[src/rtl/pico_peri_pkg.sv]
// Shared types and constants for the pico peripheral sequencing controller.
package pico_peri_pkg;

    typedef enum logic [1:0] {
        IDLE  = 2'd0,
        ISSUE = 2'd1,
        WAIT  = 2'd2,
        RESP  = 2'd3
    } peri_state_e;

    localparam logic [3:0]  PERI_REGION = 4'h1;
    localparam logic [31:0] DECERR_DATA = 32'hDEAD_BEEF;
    localparam logic [31:0] TOUT_DATA   = 32'hFFFF_FFFF;

    // Any byte enable set marks the access as a write.
    function automatic logic is_write(input logic [3:0] wstrb);
        return |wstrb;
    endfunction

endpackage

[src/rtl/pico_peri_ctrl_if.sv]
// Core memory-port bundle between the RV32I core (master) and the controller (slave).
interface pico_peri_ctrl_if;

    logic        cpu_valid;
    logic [31:0] cpu_addr;
    logic [31:0] cpu_wdata;
    logic [3:0]  cpu_wstrb;
    logic [31:0] cpu_rdata;
    logic        cpu_ready;

    modport master (
        output cpu_valid, cpu_addr, cpu_wdata, cpu_wstrb,
        input  cpu_rdata, cpu_ready
    );

    modport slave (
        input  cpu_valid, cpu_addr, cpu_wdata, cpu_wstrb,
        output cpu_rdata, cpu_ready
    );

endinterface

[src/rtl/pico_peri_decode.sv]
// Combinational region check, slot range check and one-hot slave select.
module pico_peri_decode
    import pico_peri_pkg::*;
#(
    parameter int NUM_SLV = 4
) (
    input  logic               i_valid,
    input  logic [3:0]         i_region,
    input  logic [3:0]         i_slot,
    output logic               o_accept,
    output logic               o_in_range,
    output logic [NUM_SLV-1:0] o_onehot
);

    assign o_accept   = i_valid && (i_region == PERI_REGION);
    assign o_in_range = ({1'b0, i_slot} < 5'(NUM_SLV));

    // One-hot slave select; all zero when the slot is out of range.
    always_comb begin
        o_onehot = '0;
        for (int i = 0; i < NUM_SLV; i++) begin
            o_onehot[i] = (i_slot == 4'(i));
        end
    end

endmodule

[src/rtl/pico_peri_ctrl.sv]
// Peripheral sequencing controller: one strobe per core access, registered response.
// Optional slave timeout enabled by defining PERI_TIMEOUT_EN.
module pico_peri_ctrl
    import pico_peri_pkg::*;
#(
    parameter int NUM_SLV     = 4,
    parameter int TIMEOUT_CYC = 255
) (
    input  logic                   clk,
    input  logic                   resetn,
    pico_peri_ctrl_if.slave        io_cpu,
    output logic [NUM_SLV-1:0]     o_slv_rden,
    output logic [NUM_SLV-1:0]     o_slv_wren,
    output logic [31:0]            o_slv_addr,
    output logic [31:0]            o_slv_wdata,
    output logic [3:0]             o_slv_wstrb,
    input  logic [32*NUM_SLV-1:0]  i_slv_rdata,
    input  logic [NUM_SLV-1:0]     i_slv_ready,
    output logic                   o_err_irq,
    output logic [31:0]            o_err_addr
);

    peri_state_e        r_state;
    logic [NUM_SLV-1:0] r_sel;
    logic [NUM_SLV-1:0] r_slv_rden;
    logic [NUM_SLV-1:0] r_slv_wren;
    logic [31:0]        r_slv_addr;
    logic [31:0]        r_slv_wdata;
    logic [3:0]         r_slv_wstrb;
    logic [31:0]        r_cpu_rdata;
    logic               r_cpu_ready;
    logic               r_err_irq;
    logic [31:0]        r_err_addr;

    logic               w_accept;
    logic               w_in_range;
    logic [NUM_SLV-1:0] w_onehot;
    logic [31:0]        w_sel_rdata;
    logic               w_sel_ready;

`ifdef PERI_TIMEOUT_EN
    localparam int CNT_W = $clog2(TIMEOUT_CYC + 1);
    logic [CNT_W-1:0] r_tcnt;
`endif

    pico_peri_decode #(.NUM_SLV(NUM_SLV)) u_decode (
        .i_valid    (io_cpu.cpu_valid),
        .i_region   (io_cpu.cpu_addr[31:28]),
        .i_slot     (io_cpu.cpu_addr[19:16]),
        .o_accept   (w_accept),
        .o_in_range (w_in_range),
        .o_onehot   (w_onehot)
    );

    // Only the latched slave's ready and data are visible to the FSM.
    always_comb begin
        w_sel_rdata = 32'h0;
        for (int i = 0; i < NUM_SLV; i++) begin
            w_sel_rdata = w_sel_rdata | (i_slv_rdata[32*i +: 32] & {32{r_sel[i]}});
        end
    end
    assign w_sel_ready = |(i_slv_ready & r_sel);

    // Sequencing FSM with registered strobes, response and error reporting.
    always_ff @(posedge clk or negedge resetn) begin
        if (!resetn) begin
            r_state     <= IDLE;
            r_sel       <= '0;
            r_slv_rden  <= '0;
            r_slv_wren  <= '0;
            r_slv_addr  <= 32'h0;
            r_slv_wdata <= 32'h0;
            r_slv_wstrb <= 4'h0;
            r_cpu_rdata <= 32'h0;
            r_cpu_ready <= 1'b0;
            r_err_irq   <= 1'b0;
            r_err_addr  <= 32'h0;
`ifdef PERI_TIMEOUT_EN
            r_tcnt      <= '0;
`endif
        end else begin
            r_slv_rden  <= '0;
            r_slv_wren  <= '0;
            r_cpu_ready <= 1'b0;
            r_err_irq   <= 1'b0;
            case (r_state)
                IDLE: begin
                    if (w_accept) begin
                        r_slv_addr  <= io_cpu.cpu_addr;
                        r_slv_wdata <= io_cpu.cpu_wdata;
                        r_slv_wstrb <= io_cpu.cpu_wstrb;
                        if (w_in_range) begin
                            r_sel <= w_onehot;
                            if (is_write(io_cpu.cpu_wstrb)) r_slv_wren <= w_onehot;
                            else                            r_slv_rden <= w_onehot;
`ifdef PERI_TIMEOUT_EN
                            r_tcnt <= '0;
`endif
                            r_state <= ISSUE;
                        end else begin
                            r_sel       <= '0;
                            r_cpu_ready <= 1'b1;
                            r_cpu_rdata <= DECERR_DATA;
                            r_err_irq   <= 1'b1;
                            r_err_addr  <= io_cpu.cpu_addr;
                            r_state     <= RESP;
                        end
                    end else begin
                        r_state <= IDLE;
                    end
                end
                ISSUE, WAIT: begin
                    if (w_sel_ready) begin
                        r_cpu_ready <= 1'b1;
                        r_cpu_rdata <= is_write(r_slv_wstrb) ? 32'h0 : w_sel_rdata;
                        r_state     <= RESP;
`ifdef PERI_TIMEOUT_EN
                    end else if (r_tcnt == CNT_W'(TIMEOUT_CYC - 1)) begin
                        r_cpu_ready <= 1'b1;
                        r_cpu_rdata <= TOUT_DATA;
                        r_err_irq   <= 1'b1;
                        r_err_addr  <= r_slv_addr;
                        r_state     <= RESP;
                    end else begin
                        r_tcnt  <= r_tcnt + CNT_W'(1);
                        r_state <= WAIT;
`else
                    end else begin
                        r_state <= WAIT;
`endif
                    end
                end
                RESP: begin
                    r_state <= IDLE;
                end
                default: begin
                    r_state <= IDLE;
                end
            endcase
        end
    end

    assign io_cpu.cpu_rdata = r_cpu_rdata;
    assign io_cpu.cpu_ready = r_cpu_ready;
    assign o_slv_rden       = r_slv_rden;
    assign o_slv_wren       = r_slv_wren;
    assign o_slv_addr       = r_slv_addr;
    assign o_slv_wdata      = r_slv_wdata;
    assign o_slv_wstrb      = r_slv_wstrb;
    assign o_err_irq        = r_err_irq;
    assign o_err_addr       = r_err_addr;

endmodule
[src/flat_wrapper.sv]
// flat-port wrapper written by rule: the top's interface ports become plain ports
module pico_peri_ctrl_flat import pico_peri_pkg::*;
#(
    parameter int NUM_SLV     = 4,
    parameter int TIMEOUT_CYC = 255
)
  (clk, resetn, o_slv_rden, o_slv_wren, o_slv_addr, o_slv_wdata, o_slv_wstrb, i_slv_rdata, i_slv_ready, o_err_irq, o_err_addr, io_cpu_cpu_valid, io_cpu_cpu_addr, io_cpu_cpu_wdata, io_cpu_cpu_wstrb, io_cpu_cpu_rdata, io_cpu_cpu_ready);
  pico_peri_ctrl_if io_cpu_i ();
  input  logic clk;
  input  logic resetn;
  output logic [NUM_SLV-1:0] o_slv_rden;
  output logic [NUM_SLV-1:0] o_slv_wren;
  output logic [31:0] o_slv_addr;
  output logic [31:0] o_slv_wdata;
  output logic [3:0] o_slv_wstrb;
  input  logic [32*NUM_SLV-1:0] i_slv_rdata;
  input  logic [NUM_SLV-1:0] i_slv_ready;
  output logic o_err_irq;
  output logic [31:0] o_err_addr;
  input wire logic [$bits(io_cpu_i.cpu_valid)-1:0] io_cpu_cpu_valid;
  input wire logic [$bits(io_cpu_i.cpu_addr)-1:0] io_cpu_cpu_addr;
  input wire logic [$bits(io_cpu_i.cpu_wdata)-1:0] io_cpu_cpu_wdata;
  input wire logic [$bits(io_cpu_i.cpu_wstrb)-1:0] io_cpu_cpu_wstrb;
  output wire logic [$bits(io_cpu_i.cpu_rdata)-1:0] io_cpu_cpu_rdata;
  output wire logic [$bits(io_cpu_i.cpu_ready)-1:0] io_cpu_cpu_ready;
  assign io_cpu_i.cpu_valid = io_cpu_cpu_valid;
  assign io_cpu_i.cpu_addr = io_cpu_cpu_addr;
  assign io_cpu_i.cpu_wdata = io_cpu_cpu_wdata;
  assign io_cpu_i.cpu_wstrb = io_cpu_cpu_wstrb;
  assign io_cpu_cpu_rdata = io_cpu_i.cpu_rdata;
  assign io_cpu_cpu_ready = io_cpu_i.cpu_ready;
  pico_peri_ctrl #(.NUM_SLV(NUM_SLV), .TIMEOUT_CYC(TIMEOUT_CYC)) u_core (.clk(clk), .resetn(resetn), .io_cpu(io_cpu_i), .o_slv_rden(o_slv_rden), .o_slv_wren(o_slv_wren), .o_slv_addr(o_slv_addr), .o_slv_wdata(o_slv_wdata), .o_slv_wstrb(o_slv_wstrb), .i_slv_rdata(i_slv_rdata), .i_slv_ready(i_slv_ready), .o_err_irq(o_err_irq), .o_err_addr(o_err_addr));
endmodule
[config.mk]
export PLATFORM = sky130hd
export DESIGN_NAME = pico_peri_ctrl_flat
export DESIGN_NICKNAME = d
export VERILOG_FILES = /design/src/rtl/pico_peri_pkg.sv /design/src/rtl/pico_peri_ctrl_if.sv /design/src/rtl/pico_peri_decode.sv /design/src/rtl/pico_peri_ctrl.sv /design/src/flat_wrapper.sv
export SDC_FILE = /design/constraint.sdc
export NUM_CORES = 1
export LEC_CHECK = 0
export ABC_AREA = 1
export CORE_AREA = 2 2 133 135
export CTS_CLUSTER_DIAMETER = 200
export DETAILED_ROUTE_END_ITERATION = 12
export DIE_AREA = 0 0 135 137
export PLACE_DENSITY = 0.8
export SYNTH_ARGS = -nofsm -noshare
export SYNTH_HDL_FRONTEND = slang
export SYNTH_SLANG_ARGS = --single-unit
[constraint.sdc]
create_clock -name clk -period 4.1 [get_ports clk]
set_input_delay 0.82 -clock clk [delete_from_list [all_inputs] [get_ports clk]]
set_output_delay 0.82 -clock clk [all_outputs]
set_load 0.01 [all_outputs]
Yosys cells after proc, flatten, opt, wreduce, memory -nomap -nowiden
Cells that the tools add are included.

storage, ports and cells
  bits in registers = 148

cells by class
  $lt $le $gt $ge = 1
  equality and inequality tests = 10
  multiplexer cells = 23
  bitwise logic cells = 9
  reduce and logical (&&, ||, !) cells = 11

operator list
  operator                                              count
  bitwise AND 32 bit                                    4
  two-way mux 32 bit                                    4
  OR 32 bit                                             3
  one-hot mux 32 bit (2 select lines)                   1
  two-way mux 4 bit                                     9
  OR reduction 4 bit                                    3
  equality test 4 x 1 -> 1 bit (second input constant)  2
  equality test 4 x 2 -> 1 bit (second input constant)  2
  one-hot mux 2 bit (3 select lines)                    1
  two-way mux 1 bit                                     5
  bitwise AND 4 bit                                     1
  equality test 2 bit (second input constant)           2
  zero test 4 bit                                       1
  < comparator 4 x 3 -> 1 bit (second input constant)   1
  two-way mux 2 bit                                     2
  != test 2 bit (second input constant)                 2
  AND reduction 4 bit                                   1
  AND reduction 3 bit                                   1
  equality test 2 x 1 -> 1 bit (second input constant)  1
  zero test 2 bit                                       1
  != test 2 x 1 -> 1 bit (second input constant)        1
  one-hot mux 1 bit (2 select lines)                    1
  AND reduction 2 bit                                   1
  nonzero test 2 bit                                    1
  other kinds (3)                                       3

Longest topological paths before layout
  word-level depth = 7
  mapped depth = 10

By module
A second synthesis with hierarchy kept.

second synthesis, totals
  cell total of the unflattened synthesis = 895
  area total of the unflattened synthesis = 6912.9 sq um

modules (own cells, without submodules)
  module            times used  cells an instance  area an instance (sq um)  sequential area each (sq um)
  pico_peri_ctrl    1           875                6834.1                    3703.6
  pico_peri_decode  1           20                 78.8                      0.0

Least setup slack after synthesis
No wires, ideal clock.

  kind = input port to flip-flop
  start point = input io_cpu_cpu_addr[29]
  end point = register u_core.r_slv_addr[14], in the netlist u_core.o_slv_addr[14]
  library setup time = 0.130 ns
  data arrival time = 1.642 ns
  data required time = 3.970 ns
  path slack = 2.328 ns
  stages on the path = 10
  path buffers = 2
  cell sequence = inv_1 nand2_1 nor2_2 nand2_1 nor2_2 inv_2 buf_6 buf_4 nand2_1 o21ai_1

between the ends
  word-level cells in the longest chain between the ends = 3

RTL lines
  element                               line                    text
  start: declaration                    flat_wrapper.sv:21      input wire logic [$bits(io_cpu_i.cpu_addr)-1:0] io_cpu_cpu_addr;
  equality test 4 x 1 -> 1 bit          pico_peri_decode.sv:15  assign o_accept = i_valid && (i_region == PERI_REGION);
  logical AND 1 bit                     pico_peri_decode.sv:15
  AND reduction 2 bit (no source line)  n/a
  end signal: assignment                pico_peri_ctrl.sv:89    r_slv_addr <= io_cpu.cpu_addr;
  end: declaration                      pico_peri_ctrl.sv:27    logic [31:0] r_slv_addr;

Every way passes these cells.
A chain may end at the register's enable or synchronous reset.

Worst setup path after layout
  start point = register u_core.r_state[1]
  end point = register u_core.r_cpu_rdata[5], in the netlist u_core.io_cpu.cpu_rdata[5]

between the ends
  word-level cells in the longest chain between the ends = 4

RTL lines
  element                                                                        line                   text
  start: declaration                                                             pico_peri_ctrl.sv:23   peri_state_e r_state;
  start signal: assignment                                                       pico_peri_ctrl.sv:67   r_state <= IDLE;
  start signal: assignment                                                       pico_peri_ctrl.sv:99   r_state <= ISSUE;
  start signal: assignment                                                       pico_peri_ctrl.sv:106  r_state <= RESP;
  equality test 2 x 1 -> 1 bit or equality test 2 bit (tied branches)            pico_peri_ctrl.sv:86   case (r_state)
  OR reduction 2 bit                                                             pico_peri_ctrl.sv:86
  != test 2 x 1 -> 1 bit (no source line) or nonzero test 2 bit (tied branches)  n/a
  AND reduction 4 bit (no source line)                                           n/a
  end signal: assignment                                                         pico_peri_ctrl.sv:115  r_cpu_rdata <= is_write(r_slv_wstrb) ? 32'h0 : w_sel_rdata;
  end: declaration                                                               pico_peri_ctrl.sv:30   logic [31:0] r_cpu_rdata;

Several ways; a longest one is shown, not always the timed one.

==> out/qor.csv <==
metric,value,unit
outcome,finished clean,
setup_tns,0,ns
die footprint,0.0185,mm^2
Initial Utilization,39.7,%
initial antenna violation count,0,
NetSw,1420,uW
post-synth net total,1081,
"Clk Latency, worst-skew pair",0.42,ns
Crit path required time,4.40,ns
grt ovf,0,
"Reg clk slew, reported paths",0.06,ns
"top cells by area, synth","dfrtp_1 (55%), nand2_1 (26%), o21ai_0 (3.9%)",
# setup viols final,0,
#FFs+latches synth,148,
synth unique cells,24,
Antenna diodes,0,
Synth Warn #,0,
Clk pwr share,32.2,%
Setup WS post-layout,1.39,ns
"Hold-fix buffers, CTS",0,
H-tree depth,4,
CP arrival,3.02,ns
nets,1402,
internal power,3490,uW
Worst-Margin Slew,0.912,ns
"Avg Cell Area, Syn",7.72,um^2
Via density,4.71,
final hold violation count,0,
Final Cycle Share,66.2,%
Hold Crit Class,reg2reg,
placed wire-length estimate,16.8,mm
Crit Path Category,reg2reg,
Yosys top cell by area,dfrtp_1,
CTS tree,built,
Logic pwr share,28.4,%
core area,0.0171,mm^2
DRT Pass-1 Iters,5,
Synth top area share,54.8,%
Clock Skews,0.0103,ns
Tmin final,2.71,ns
PortBufs,344,
Post-Synthesis Cells,876,
P&R area growth vs syn,60.9,%
"Primary FF master, synth",dfrtp_1,
routed wire length,22.7,mm
largest net degree at the start of global routing,99,
sequential area share after synthesis,54.8,%
Critical Path Source Type,register,
Post-synth EDFFs,0,
critical path endpoint category,register,
"worst slack, placed",1.16,ns
synth cell count leaders,"nand2_1 (468), dfrtp_1 (148), o21ai_0 (53)",
slew margin rel.,39.2,%
initial DRC count,287,
I/O Pins,345,
worst-path fanout max,33,
leakage dissipation,0.00530,uW
vias in the first global route,6669,
final RePlAce weighted congestion,0.826,
RSZ-0062 raised after global routing,no,
Max IR drop VDD,0.291,mV
die span in y,137,um
"Cell Area, Synth",0.00676,mm^2
sequential power share,39.4,%
via count,6756,
All-Layer GR Usage,24.0,%
f_max,369,MHz
Slew Limit Fails,0,
"count leader, synth",nand2_1,
DR WL/cell,15.8,um
"antenna viol nets, final",0,
clock sinks,148,
number of CTS-inserted buffers,17,
die width,135,um
Root Buffer Master,clkbuf_16,
Setup Buffers After CTS,0,
Resize count post-CTS,0,
Max Buffers Root-to-Sink,2,
layout cells sized above 1,4.55,%
first-pass GRT wire length,33.9,mm
DRC errors left,0,
pwr/cell area,451,mW/mm^2
Row Count,48,
Post-synth ARST share,100,%
max-cap violations,0,
sw frac,28.9,%
==> metrics by stage <==
step / instance area [um^2] / hold slack (ns) / utilization, % / total power (uW) / cells
floorplan: 6760 / 0.503 / - / 2400 / 876
global placement: 10300 / 0.449 / 60.3 / 3330 / 1403
detailed placement: 10300 / 0.451 / 60.3 / 3360 / 1403
CTS: 10900 / 0.467 / 63.8 / 4960 / 1435
global route: 10900 / 0.492 / 63.8 / 5140 / 1435
finish: 10900 / 0.464 / 63.8 / 4900 / 1435
==> registers in the layout, summed over array words and instances (netlist names) <==
| register | flops |
|---|---|
| u_core.r_sel | 4 |
| u_core.o_slv_addr | 32 |
| u_core.o_err_irq | 1 |
| u_core.io_cpu.cpu_rdata | 32 |
| u_core.o_slv_rden | 4 |
| u_core.o_slv_wstrb | 4 |
| u_core.o_slv_wdata | 32 |
| u_core.r_state | 2 |
| u_core.o_err_addr | 32 |
| u_core.o_slv_wren | 4 |
| u_core.io_cpu.cpu_ready | 1 |
==> power groups by stage <==
| stage | clock [uW] | combinational (uW) | sequential [uW] |
|---|---|---|---|
| 2_1_floorplan | 0 | 330 | 2060 |
| 3_3_place_gp | 0 | 1380 | 1950 |
| 3_5_place_dp | 0 | 1410 | 1950 |
| 4_1_cts | 1610 | 1410 | 1940 |
| 5_1_grt | 1670 | 1510 | 1960 |
| 6_report | 1580 | 1390 | 1930 |
==> placed cells by master, fill, tap and decap left out, types with 2 or more instances in the layout <==
cell             instances
clkinvlp_4               2
dfrtp_1                148
o21ai_0                 53
buf_4                    8
clkbuf_8                 2
nand4_1                  5
nor2_1                  24
nand3_1                 33
nand2_1                468
nand2_2                  2
inv_1                   47
nor2_4                   3
clkbuf_16               17
o21ai_1                 29
clkdlybuf4s50_1        343
bufinv_16                2
clkinv_4                 3
ha_1                     2
inv_2                    3
inv_6                    3
nor2_2                   2
==> final timing paths <==
path,startpoint,end,slack [ns],depth (start not counted)
setup / recovery,u_core.r_state[1]$_DFF_PN0_,u_core.io_cpu.cpu_rdata[5]$_DFFE_PN0P_,1.39,7
hold / removal,u_core.o_slv_addr[29]$_DFFE_PN0P_,u_core.o_slv_addr[29]$_DFFE_PN0P_,0.46,2
setup reg to reg,u_core.r_state[1]$_DFF_PN0_,u_core.io_cpu.cpu_rdata[5]$_DFFE_PN0P_,1.39,7
hold reg to reg,u_core.o_slv_addr[29]$_DFFE_PN0P_,u_core.o_slv_addr[29]$_DFFE_PN0P_,0.46,2
max in group asynchronous,resetn,u_core.o_slv_wdata[31]$_DFFE_PN0P_,2.80,2
min in group asynchronous,resetn,u_core.o_slv_addr[1]$_DFFE_PN0P_,0.49,1
==> metal layers <==
layer,vias up,wire [um],share of wire [%],global-route usage (%)
li1,3331,-,-,-
met1,3112,8290,37,25.4
met2,275,11100,49,41.8
met3,38,2540,11,10.0
met4,0,688,3.0,10.7
met5,-,0,0,0
==> cell type report <==
type                    instances  area, um^2
multi-input cells             627        2590
inverters                      50         188
clock buffers                  20         457
well taps                     225         282
repair buffers                353        3520
flip-flops and latches        148        3700
clock inverters                12         144
fillers                      1470        6170
==> worst max-delay path: stages, from the launching register on <==
cell and delay [ns]:
dfrtp_1 0.36, inv_1 0.05, ha_1 0.86, o21ai_2 0.18, nand2_2 0.53, nand2_4 0.38, nand2_1 0.16, nand2_1 0.06
==> cell families (layout without fill, tap and decap cells) <==
family,count (synthesis),after routing,share of synthesized area (%)
flip-flops,148,148,54.8
AO/OA/AOI/OAI,84,84,6.27
adder cells (fa/ha/maj),2,2,0.370
buffers and inverters,101,435,7.07
AND/OR/NAND/NOR,541,541,31.5
(Power assumes the default switching activity.)
